===== config.mk =====
export PLATFORM = sky130hd
export DESIGN_NAME = clk_div_n_flat
export DESIGN_NICKNAME = d
export VERILOG_FILES = /design/src/rtl/clk_div_n_if.sv /design/src/rtl/clk_div_n.sv /design/src/flat_wrapper.sv
export SDC_FILE = /design/constraint.sdc
export NUM_CORES = 1
export LEC_CHECK = 0
export ABC_CLOCK_PERIOD_IN_PS = 4820
export CAP_MARGIN = 20
export CORE_UTILIZATION = 50
export DETAILED_ROUTE_END_ITERATION = 7
export PLACE_DENSITY = 0.73
export SYNTH_ARGS = -nofsm -noshare
export SYNTH_HDL_FRONTEND = slang
export SYNTH_SLANG_ARGS = --single-unit

===== constraint.sdc =====
create_clock -name clk -period 4.82 [get_ports clk]
set_input_delay 0.482 -clock clk [delete_from_list [all_inputs] [get_ports clk]]
set_output_delay 0.482 -clock clk [all_outputs]
set_load 0.02 [all_outputs]

===== src/rtl/clk_div_n_if.sv =====
// Control and status bundle for the programmable clock divider.
// Valid/ready is not used: div_load is a one-cycle strobe qualifying div_in; en is a level.
interface clk_div_n_if #(
  parameter int WIDTH = 8
);
  logic             en;
  logic [WIDTH-1:0] div_in;
  logic             div_load;
  logic             clk_out;
  logic             tick;
  logic [WIDTH-1:0] div_active;
  logic             running;
  logic             state_dbg;

  modport master (
    output en, div_in, div_load,
    input  clk_out, tick, div_active, running, state_dbg
  );

  modport slave (
    input  en, div_in, div_load,
    output clk_out, tick, div_active, running, state_dbg
  );
endinterface


===== src/rtl/clk_div_n.sv =====
// Divide-by-N clock generator with 50% duty for even and odd N, boundary-aligned
// divisor reload and clean stop; every output edge is launched from a flop.
module clk_div_n #(
  parameter int WIDTH       = 8,
  parameter int DEFAULT_DIV = 3
) (
  input  logic       clk,
  input  logic       reset,
  clk_div_n_if.slave bus
);
  typedef enum logic {
    IDLE = 1'b0,
    RUN  = 1'b1
  } state_e;

  localparam logic [WIDTH-1:0] DEF = WIDTH'(DEFAULT_DIV);
  localparam logic [WIDTH-1:0] ONE = WIDTH'(1);
  localparam logic [WIDTH-1:0] TWO = WIDTH'(2);

  state_e           state, state_n;
  logic [WIDTH-1:0] cnt, cnt_n;
  logic [WIDTH-1:0] div_act, div_act_n;
  logic [WIDTH-1:0] pend, pend_n;
  logic             pend_flag, pend_flag_n;
  logic             pos_q, pos_n;
  logic             neg_q;
  logic             tick_q, tick_n;
  logic             at_start;
  logic [WIDTH-1:0] div_use;
  logic [WIDTH-1:0] half;

  always_comb begin
    state_n     = state;
    cnt_n       = cnt;
    pend_n      = pend;
    pend_flag_n = pend_flag;
    pos_n       = 1'b0;
    tick_n      = 1'b0;
    at_start    = 1'b0;
    div_use     = div_act;
    half        = '0;

    unique case (state)
      IDLE: begin
        cnt_n = '0;
        if (bus.en) begin
          state_n  = RUN;
          at_start = 1'b1;
        end
      end
      RUN: begin
        if (cnt == div_act - ONE) begin
          at_start = 1'b1;
          cnt_n    = '0;
          if (!bus.en) state_n = IDLE;
        end else begin
          cnt_n = cnt + ONE;
        end
      end
    endcase

    // A pending divisor takes over at the edge that begins a period, so the
    // high-phase length of that very period already uses the new value.
    if (at_start && pend_flag) begin
      div_use     = pend;
      pend_flag_n = 1'b0;
    end
    div_act_n = div_use;
    half      = div_use >> 1;

    if (state_n == RUN) begin
      pos_n  = (cnt_n < half);
      tick_n = (cnt_n == '0);
    end

    // A load coinciding with a boundary is kept for the following boundary.
    if (bus.div_load) begin
      pend_n      = (bus.div_in < TWO) ? TWO : bus.div_in;
      pend_flag_n = 1'b1;
    end
  end

  always_ff @(posedge clk or negedge reset) begin
    if (!reset) begin
      state     <= IDLE;
      cnt       <= '0;
      div_act   <= DEF;
      pend      <= DEF;
      pend_flag <= 1'b0;
      pos_q     <= 1'b0;
      tick_q    <= 1'b0;
    end else begin
      state     <= state_n;
      cnt       <= cnt_n;
      div_act   <= div_act_n;
      pend      <= pend_n;
      pend_flag <= pend_flag_n;
      pos_q     <= pos_n;
      tick_q    <= tick_n;
    end
  end

  // Half-cycle extension of the high phase for odd divisors.
  always_ff @(negedge clk or negedge reset) begin
    if (!reset) neg_q <= 1'b0;
    else        neg_q <= pos_q;
  end

  assign bus.clk_out    = div_act[0] ? (pos_q | neg_q) : pos_q;
  assign bus.tick       = tick_q;
  assign bus.div_active = div_act;
  assign bus.running    = (state == RUN);
  assign bus.state_dbg  = state;
endmodule


===== src/flat_wrapper.sv =====
// flat-port wrapper written by rule: the top's interface ports become plain ports
module clk_div_n_flat 
#(
  parameter int WIDTH       = 8,
  parameter int DEFAULT_DIV = 3
)
  (clk, reset, bus_en, bus_div_in, bus_div_load, bus_clk_out, bus_tick, bus_div_active, bus_running, bus_state_dbg);
  clk_div_n_if #(.WIDTH(WIDTH)) bus_i ();
  input  logic clk;
  input  logic reset;
  input wire logic [$bits(bus_i.en)-1:0] bus_en;
  input wire logic [$bits(bus_i.div_in)-1:0] bus_div_in;
  input wire logic [$bits(bus_i.div_load)-1:0] bus_div_load;
  output wire logic [$bits(bus_i.clk_out)-1:0] bus_clk_out;
  output wire logic [$bits(bus_i.tick)-1:0] bus_tick;
  output wire logic [$bits(bus_i.div_active)-1:0] bus_div_active;
  output wire logic [$bits(bus_i.running)-1:0] bus_running;
  output wire logic [$bits(bus_i.state_dbg)-1:0] bus_state_dbg;
  assign bus_i.en = bus_en;
  assign bus_i.div_in = bus_div_in;
  assign bus_i.div_load = bus_div_load;
  assign bus_clk_out = bus_i.clk_out;
  assign bus_tick = bus_i.tick;
  assign bus_div_active = bus_i.div_active;
  assign bus_running = bus_i.running;
  assign bus_state_dbg = bus_i.state_dbg;
  clk_div_n #(.WIDTH(WIDTH), .DEFAULT_DIV(DEFAULT_DIV)) u_core (.clk(clk), .reset(reset), .bus(bus_i));
endmodule

==> flow_metrics.env, run 1 <==
export IMPL_final_max_slew_viol_count=0
export IMPL_io_pins=24
export IMPL_ys_top_cells_by_count="24 x dfrtp_1, 9 x inv_1, 9 x mux2_2, 9 x nor2_1"
export IMPL_synthArstFlopShare_pct=100
export IMPL_setup_ws_ps=518
export IMPL_end_kind="primary output"
export IMPL_dpl_instance_area_sq_um=2070
export IMPL_rsz0062_at_grt="no"
export IMPL_cts_resized=0
export IMPL_yosysMostFrequentCell="dfrtp_1"
export IMPL_remaining_drc_errors=0
export IMPL_peakVddDrop_mv=0.335
export IMPL_crit_required_ps=4340
export IMPL_cts_clk_slew_worst_paths_ps=90
export IMPL_ys_warn_count=0
export IMPL_setup_viol=0
export IMPL_path_buf_inv=1
export IMPL_drive_gt1_share_pct=17.5
export IMPL_slew_headroom_pct=66.7
export IMPL_crit_chain="a21o_1 -> clkdlybuf4s50_1"
export IMPL_antenna_left=0
export IMPL_dieHeight_um=62.3
export IMPL_skew_ps=18.2
export IMPL_regToRegSetupSlack_ps=1310
export IMPL_dieArea_sq_um=3880
export IMPL_grtUsageTotal_pct=22.5
export IMPL_yosysUniqueCellTypes=52
export IMPL_n_fill_cell=298
export IMPL_status="finished, final reports clean"
export IMPL_grt_max_degree=29
export IMPL_coreArea_sq_um=3420
export IMPL_drtIter0Drc=30
export IMPL_num_rows=21
export IMPL_clockRootBuffer="clkbuf_4"
export IMPL_cts_tree="done"
export IMPL_synth_edff_count=0
export IMPL_synth_seq_cells=29
export IMPL_start_kind="register"
export IMPL_path_class="register to primary output"
export IMPL_cp_max_fo=1
export IMPL_clock_sinks=29
export IMPL_start_util_pct=53.2
export IMPL_cp_data_arrival_time_ps=3820
export IMPL_drt_pass1_iter_count=4
export IMPL_synth_top_flop_cell="dfrtp_1"
export IMPL_numCtsBuffers=5
export IMPL_port_buffers=23
export IMPL_syn_inst=164
export IMPL_clock_latency_ps=340
export IMPL_max_stage_delay_ps=590
export IMPL_synthesis_nets=184
export IMPL_yosysSeqAreaShare_pct=40.2
export IMPL_fp_dieW_um=62.3
export IMPL_grt_pass1_wl_um=6600
export IMPL_synth_area_leaders="dfrtp_1 33%, dfstp_2 5.8%, mux2_2 5.6%"
export IMPL_hold_path_class="register to register"
export IMPL_syn_area_sq_um=1820
export IMPL_wl_um=3740
export IMPL_fin_setup_tns_ps=0
export IMPL_synth_top_area_cell="dfrtp_1"
export IMPL_cap_violations=0
export IMPL_total_power_mw=1.40
export IMPL_avgSynthCellArea_sq_um=11.1
export IMPL_first_global_vias=1365
export IMPL_final_area_sq_um=2140
export IMPL_syn2layout_area_growth_pct=17.6
export IMPL_place_ws_ps=865
export IMPL_antenna_cells=0
export IMPL_cts_hold_buf=0
export IMPL_leakagePower_nw=0.986
export IMPL_power_density_nw_per_um2=657
export IMPL_dp_hpwl_um=2880
export IMPL_cpLargestDelayFamily="buffers and inverters"
export IMPL_synth_top_area_share_pct=33.1
export IMPL_place_congestion=0.841
export IMPL_finalHoldViolations=0
export IMPL_final_core_util_pct=62.5
export IMPL_dr_total_vias=1381
export IMPL_cts_htree_levels=2
export IMPL_post_drt_wl_per_cell_um=15.9
export IMPL_fin_nets=208
export IMPL_tightest_slew_ps=493
export IMPL_grt_ovfl_total=0
export IMPL_via_per_inst=5.88
export IMPL_clock_path_buffers=2
export IMPL_cp_slowest_cell="clkdlybuf4s50_1"
export IMPL_antenna_found_initial=0
export IMPL_cts_setup_buffers=0
-- stage by stage --
step           hold WS, ps  std cells
3_5_place_dp           485        227
2_1_floorplan          186        164
4_1_cts                499        235
3_3_place_gp           477        227
5_1_grt                526        235
6_report               495        235
-- state kept, by name, indices dropped and copies added (netlist names) --
register,cells
u_core.cnt,8
u_core.pend,8
u_core.bus.div_active,8
u_core.pend_flag,1
u_core.bus.running,1
u_core.bus.tick,1
u_core.neg_q,1
u_core.pos_q,1
-- worst reg2reg max path, stage by stage, from the launching register on --
cell and delay [ps]:
dfstp_2 630, inv_1 80, ha_1 230, nand2b_1 160, a311oi_1 450, o21a_4 240, a31oi_4 100, nand2b_4 260
mux2i_1 170, ha_1 340, a21o_1 180, a21oi_1 150, o21ai_0 90, a21o_1 190, a211oi_1 170
-- layout by cell type (no fill, tap or decap), drive strengths merged, types with 2 or more instances in the layout --
cell	instances
a211oi	2
nor3b	2
inv	9
mux2i	8
dfstp	4
xor2	8
a21oi	6
and3	4
nand2b	4
clkbuf	7
mux2	12
a31oi	2
nand2	3
a21o	5
xnor2	6
nor2b	2
nor3	2
o211ai	2
ha	8
o21ai	4
nand3	7
dfrtp	24
nand4	3
nor2	9
o41ai	2
clkdlybuf4s50	23
-- final timing paths --
path,depth (start not counted),from,end
hold reg to reg,2,u_core.pend[0]$_DFFE_PN1P_,u_core.bus.div_active[0]$_DFFE_PN1N_
setup / recovery,2,u_core.neg_q$_DFF_NN0_,bus_clk_out
setup reg to reg,14,u_core.bus.div_active[0]$_DFFE_PN1N_,u_core.pos_q$_DFF_PN0_
max in group asynchronous,1,reset,u_core.neg_q$_DFF_NN0_
min in group asynchronous,2,reset,u_core.cnt[0]$_DFF_PN0_
hold / removal,2,u_core.pend[0]$_DFFE_PN1P_,u_core.bus.div_active[0]$_DFFE_PN1N_
-- logic make-up after synthesis --
family,count (synthesis),share of synthesized area (%)
and+or+nand+nor,44,16.1
muxes,20,12.5
AOI/OAI and AO/OA,33,14.5
adders and majority gates,8,5.51
xor gates and xnor gates,14,6.75
DFF,29,40.2
buffers and inverters,16,4.41
-- power breakdown --
part | total (mW) | switching [mW] | leakage, nW | internal, mW
Combinational | 0.748 | 0.386 | 0.609 | 0.363
Clock | 0.174 | 0.0896 | 0.0413 | 0.0844
Sequential | 0.480 | 0.148 | 0.336 | 0.333
-- metal layers --
layer	part of all wire [%]	GRT usage, %
met1	45	29.4
met2	48	34.9
met3	3.8	6.43
met4	3.1	9.59
met5	0	0
-- final cells by class --
type | instances | area [sq um] | area share, %
multi-input cells | 119 | 1010 | 47.1
flip-flops and latches | 29 | 731 | 34.2
repair buffers | 24 | 238 | 11.1
clock buffers | 7 | 65.1 | 3.05
well taps | 46 | 57.6 | 2.69
inverters | 9 | 33.8 | 1.58
clock inverters | 1 | 5.00 | 0.234
(Power assumes the default switching activity.)
==> run 2, diff against run 1 <==
--- a/config.mk
+++ b/config.mk
@@ -7,9 +7,10 @@
 export LEC_CHECK = 0
 export ABC_CLOCK_PERIOD_IN_PS = 4820
 export CAP_MARGIN = 20
-export CORE_UTILIZATION = 50
+export CORE_UTILIZATION = 59
 export DETAILED_ROUTE_END_ITERATION = 7
-export PLACE_DENSITY = 0.73
+export GPL_ROUTABILITY_DRIVEN = 0
+export PLACE_DENSITY = 0.85
 export SYNTH_ARGS = -nofsm -noshare
 export SYNTH_HDL_FRONTEND = slang
 export SYNTH_SLANG_ARGS = --single-unit
==> run 2 against run 1 <==
The run now ends with DRC left. Die area fell by 15%. Clock skew up 1.9 ps. Clock power shrank 3%. Combinational power rose by 0.5%. Critical path depth unchanged. Routed wire length rose by 0.80%. Critical endpoint unchanged.
==> flow_metrics.env, run 2 (synthesis results as in run 1) <==
export IMPL_cts_resized=0
export IMPL_via_per_inst=6.13
export IMPL_cts_hold_buf=0
export IMPL_antenna_found_initial=0
export IMPL_grtUsageTotal_pct=25.9
export IMPL_wl_um=3770
export IMPL_final_cell_mix="24 x dfrtp_1, 23 x clkdlybuf4s50_1, 9 x inv_1, 9 x nor2_1, 9 x mux2_2"
export IMPL_violations="DRC"
export IMPL_peakVddDrop_mv=0.409
export IMPL_cp_max_fo=1
export IMPL_fin_setup_tns_ps=0
export IMPL_cts_htree_levels=2
export IMPL_antenna_left=0
export IMPL_clockRootBuffer="clkbuf_4"
export IMPL_tightest_slew_ps=539
export IMPL_num_rows=19
export IMPL_power_density_nw_per_um2=662
export IMPL_place_ws_ps=854
export IMPL_syn2layout_area_growth_pct=16.5
export IMPL_numCtsBuffers=5
export IMPL_setup_ws_ps=510
export IMPL_cp_data_arrival_time_ps=3830
export IMPL_grt_max_degree=29
export IMPL_grt_busiest_layer="met2"
export IMPL_grt_pass1_wl_um=6130
export IMPL_dieHeight_um=57.5
export IMPL_met2_usage_pct=41.9
export IMPL_path_class="register to primary output"
export IMPL_dp_hpwl_um=2920
export IMPL_rsz0062_at_grt="no"
export IMPL_clock_path_buffers=2
export IMPL_dieArea_sq_um=3310
export IMPL_dr_total_vias=1349
export IMPL_grtUsageMet1_pct=30.8
export IMPL_status="complete, but fails checks"
export IMPL_cts_setup_buffers=0
export IMPL_cap_violations=0
export IMPL_cts_clk_slew_worst_paths_ps=100
export IMPL_skew_ps=20.0
export IMPL_coreArea_sq_um=2830
export IMPL_remaining_drc_errors=1
export IMPL_antenna_cells=0
export IMPL_drt_pass1_iter_count=8
export IMPL_start_util_pct=64.2
export IMPL_setup_viol=0
export IMPL_drtIter0Drc=70
export IMPL_port_buffers=23
export IMPL_slew_headroom_pct=63.6
export IMPL_first_global_vias=1372
export IMPL_clock_latency_ps=340
export IMPL_start_kind="register"
export IMPL_post_drt_wl_per_cell_um=17.1
export IMPL_clock_sinks=29
export IMPL_grt_ovfl_total=0
export IMPL_grt_met3_usage_pct=4.99
export IMPL_drive_gt1_share_pct=17.5
export IMPL_leakagePower_nw=0.986
export IMPL_cts_tree="done"
export IMPL_hold_path_class="register to register"
export IMPL_finalHoldViolations=0
export IMPL_end_kind="primary output"
export IMPL_fp_dieW_um=57.5
export IMPL_layout_commonest_cell="dfrtp_1"
export IMPL_final_max_slew_viol_count=0
export IMPL_crit_required_ps=4340
export IMPL_fin_nets=208
export IMPL_io_pins=24
[run 2: cell counts in the layout (fill, tap and decap cells not counted)]
Identical to the previous run, type by type.
[run 2: critical path: stages (launching register included)]
cell and delay [ps]:
dfrtn_1 390, a21o_1 110, clkdlybuf4s50_1 600
[run 2: final timing paths]
path                                                      startpoint                              endpoint  slack [ps]  depth (start not counted)
worst min register to register            u_core.pend[0]$_DFFE_PN1P_  u_core.bus.div_active[0]$_DFFE_PN1N_         500                          2
worst min-delay path                      u_core.pend[0]$_DFFE_PN1P_  u_core.bus.div_active[0]$_DFFE_PN1N_         500                          2
worst max register to register  u_core.bus.div_active[0]$_DFFE_PN1N_                u_core.pos_q$_DFF_PN0_        1240                         14
max in group asynchronous                                      reset                u_core.neg_q$_DFF_NN0_        1990                          1
min in group asynchronous                                      reset               u_core.cnt[1]$_DFF_PN0_         640                          2
worst max-delay path                          u_core.neg_q$_DFF_NN0_                           bus_clk_out         510                          2
[run 2: layout make-up]
cell class	count	area [sq um]
Fill cell	188	712
Inverter	9	33.8
Multi-Input combinational cell	119	1010
Clock inverter	1	5.00
Timing Repair Buffer	24	238
Clock buffer	7	65.1
Sequential cell	29	731
Tap cell	31	38.8
[run 2: metal layers]
metal / share of wire (%) / up-vias
li1: - / 652
met2: 51 / 40
met1: 41 / 646
met3: 5.4 / 11
met4: 2.7 / 0
met5: 0 / -
[run 2: power breakdown]
part	internal [mW]	switching, mW	total, mW
logic	0.362	0.389	0.752
clock network	0.0843	0.0850	0.169
registers	0.333	0.148	0.481
[run 2: metrics by stage]
step | util, % | std cells | instance area (sq um) | hold WS, ps | power, mW
CTS | 74.8 | 220 | 2120 | 520 | 1.40
detailed placement | 72.4 | 212 | 2050 | 508 | 1.23
global placement | 72.4 | 212 | 2050 | 475 | 1.18
global route | 74.8 | 220 | 2120 | 551 | 1.50
floorplan | - | 164 | 1820 | 186 | 1.01
finish | 74.8 | 220 | 2120 | 504 | 1.40
==> run 3, diff against run 2 <==
--- a/config.mk
+++ b/config.mk
@@ -7,6 +7,7 @@
 export LEC_CHECK = 0
 export ABC_CLOCK_PERIOD_IN_PS = 4820
 export CAP_MARGIN = 20
+export CORE_MARGIN = 2
 export CORE_UTILIZATION = 59
 export DETAILED_ROUTE_END_ITERATION = 7
 export GPL_ROUTABILITY_DRIVEN = 0
==> run 3 against run 2 <==
The run now ends clean. Count of clock-buffer cells in the layout up 1. Final cell count rose by 0.91%. Clock skew decreased by 2.9 ps. Critical path depth stayed put. Global-route usage shrank 0.86 points. Sequential share of layout area increased by 0.14 points. Core utilization shrank 4.0 points. Die area is 7.1% higher. Largest power group unchanged.
==> flow_metrics.env, run 3 (synthesis results as in run 1) <==
export IMPL_wl_um=3840
export IMPL_status="finished, final reports clean"
export IMPL_cts_resized=0
export IMPL_num_rows=20
export IMPL_final_area_sq_um=2110
export IMPL_clock_sinks=29
export IMPL_path_class="register to primary output"
export IMPL_tightest_slew_ps=593
export IMPL_fp_dieW_um=59.5
export IMPL_drtIter0Drc=72
export IMPL_crit_required_ps=4340
export IMPL_clock_latency_ps=340
export IMPL_final_max_slew_viol_count=0
export IMPL_final_core_util_pct=70.8
export IMPL_io_pins=24
export IMPL_grt_ovfl_total=0
export IMPL_clock_path_buffers=2
export IMPL_coreArea_sq_um=2980
export IMPL_final_cell_mix="24 x dfrtp_1, 23 x clkdlybuf4s50_1, 9 x inv_1, 9 x nor2_1, 9 x mux2_2"
export IMPL_antenna_cells=0
export IMPL_drt_pass1_iter_count=4
export IMPL_grt_pass1_wl_um=6380
export IMPL_dpl_instance_area_sq_um=2050
export IMPL_cts_setup_buffers=0
export IMPL_post_drt_wl_per_cell_um=17.3
export IMPL_start_util_pct=61.0
export IMPL_cp_slowest_cell="clkdlybuf4s50_1"
export IMPL_rsz0062_at_grt="no"
export IMPL_via_per_inst=6.22
export IMPL_slew_headroom_pct=60.0
export IMPL_leakagePower_nw=0.977
export IMPL_skew_ps=17.1
export IMPL_cts_hold_buf=0
export IMPL_first_global_vias=1402
export IMPL_syn2layout_area_growth_pct=16.0
export IMPL_clockRootBuffer="clkbuf_4"
export IMPL_antenna_left=0
export IMPL_dieArea_sq_um=3540
export IMPL_max_stage_delay_ps=590
export IMPL_start_kind="register"
export IMPL_setup_viol=0
export IMPL_finalHoldViolations=0
export IMPL_antenna_found_initial=0
export IMPL_port_buffers=23
export IMPL_cp_data_arrival_time_ps=3810
export IMPL_cp_max_fo=1
export IMPL_fin_nets=208
export IMPL_grt_max_degree=30
export IMPL_crit_chain="a21o_1 -> clkdlybuf4s50_1"
export IMPL_dieHeight_um=59.5
export IMPL_power_density_nw_per_um2=664
export IMPL_layout_commonest_cell="dfrtp_1"
export IMPL_cts_htree_levels=2
export IMPL_grtUsageTotal_pct=25.0
export IMPL_cap_violations=0
export IMPL_hold_path_class="register to register"
export IMPL_fin_setup_tns_ps=0
export IMPL_dp_hpwl_um=2970
export IMPL_dr_total_vias=1381
export IMPL_numCtsBuffers=5
export IMPL_peakVddDrop_mv=0.340
export IMPL_remaining_drc_errors=0
export IMPL_cts_clk_slew_worst_paths_ps=80
export IMPL_drive_gt1_share_pct=16.4
export IMPL_end_kind="primary output"
export IMPL_cts_tree="done"
==> run 3: final timing paths <==
path	start	endpoint	slack [ps]	cells after the start
min in group asynchronous	reset	u_core.bus.tick$_DFF_PN0_	520	2
setup reg to reg	u_core.bus.div_active[0]$_DFFE_PN1N_	u_core.pos_q$_DFF_PN0_	1170	14
max in group asynchronous	reset	u_core.neg_q$_DFF_NN0_	1690	2
setup / recovery	u_core.neg_q$_DFF_NN0_	bus_clk_out	520	2
hold reg to reg	u_core.pend[0]$_DFFE_PN1P_	u_core.bus.div_active[0]$_DFFE_PN1N_	490	2
hold / removal	u_core.pend[0]$_DFFE_PN1P_	u_core.bus.div_active[0]$_DFFE_PN1N_	490	2
==> run 3: per-stage QoR <==
| stage | hold WS (ps) | setup WS, ps | power [mW] | cells |
|---|---|---|---|---|
| after floorplan | 186 | 1360 | 1.01 | 164 |
| after global placement | 475 | 872 | 1.18 | 214 |
| after detailed placement | 482 | 858 | 1.24 | 214 |
| after CTS | 494 | 510 | 1.40 | 222 |
| after global routing | 516 | 480 | 1.50 | 222 |
| final | 490 | 525 | 1.40 | 222 |
==> run 3: worst max-delay path, delay by kind of cell, from the launching register on <==
kind,cells,cell delay [ps]
flops,1,390
buf+inv,1,590
compound gates,1,110
==> run 3: area by class of cell <==
type,count,area [sq um]
sequential,29,731
inverter,9,33.8
multi-input combinational,119,1010
clock buffer,8,58.8
timing repair buffer,24,238
tap,33,41.3
fill,219,870
==> run 3: report_power, final <==
group          internal, mW  total, mW  leakage (nW)  switching [mW]
registers             0.333      0.482         0.336           0.150
logic                 0.365      0.764         0.609           0.399
clock network        0.0718      0.153        0.0326          0.0812
==> run 3: per-layer routing <==
layer	vias to the layer above	global-route usage (%)	share of wire [%]	routed length, um
met2	49	43.2	53	2020
met5	-	0	0	0
met3	13	7.64	5.3	203
met4	0	12.7	2.9	113
li1	654	-	-	-
met1	665	27.6	39	1510
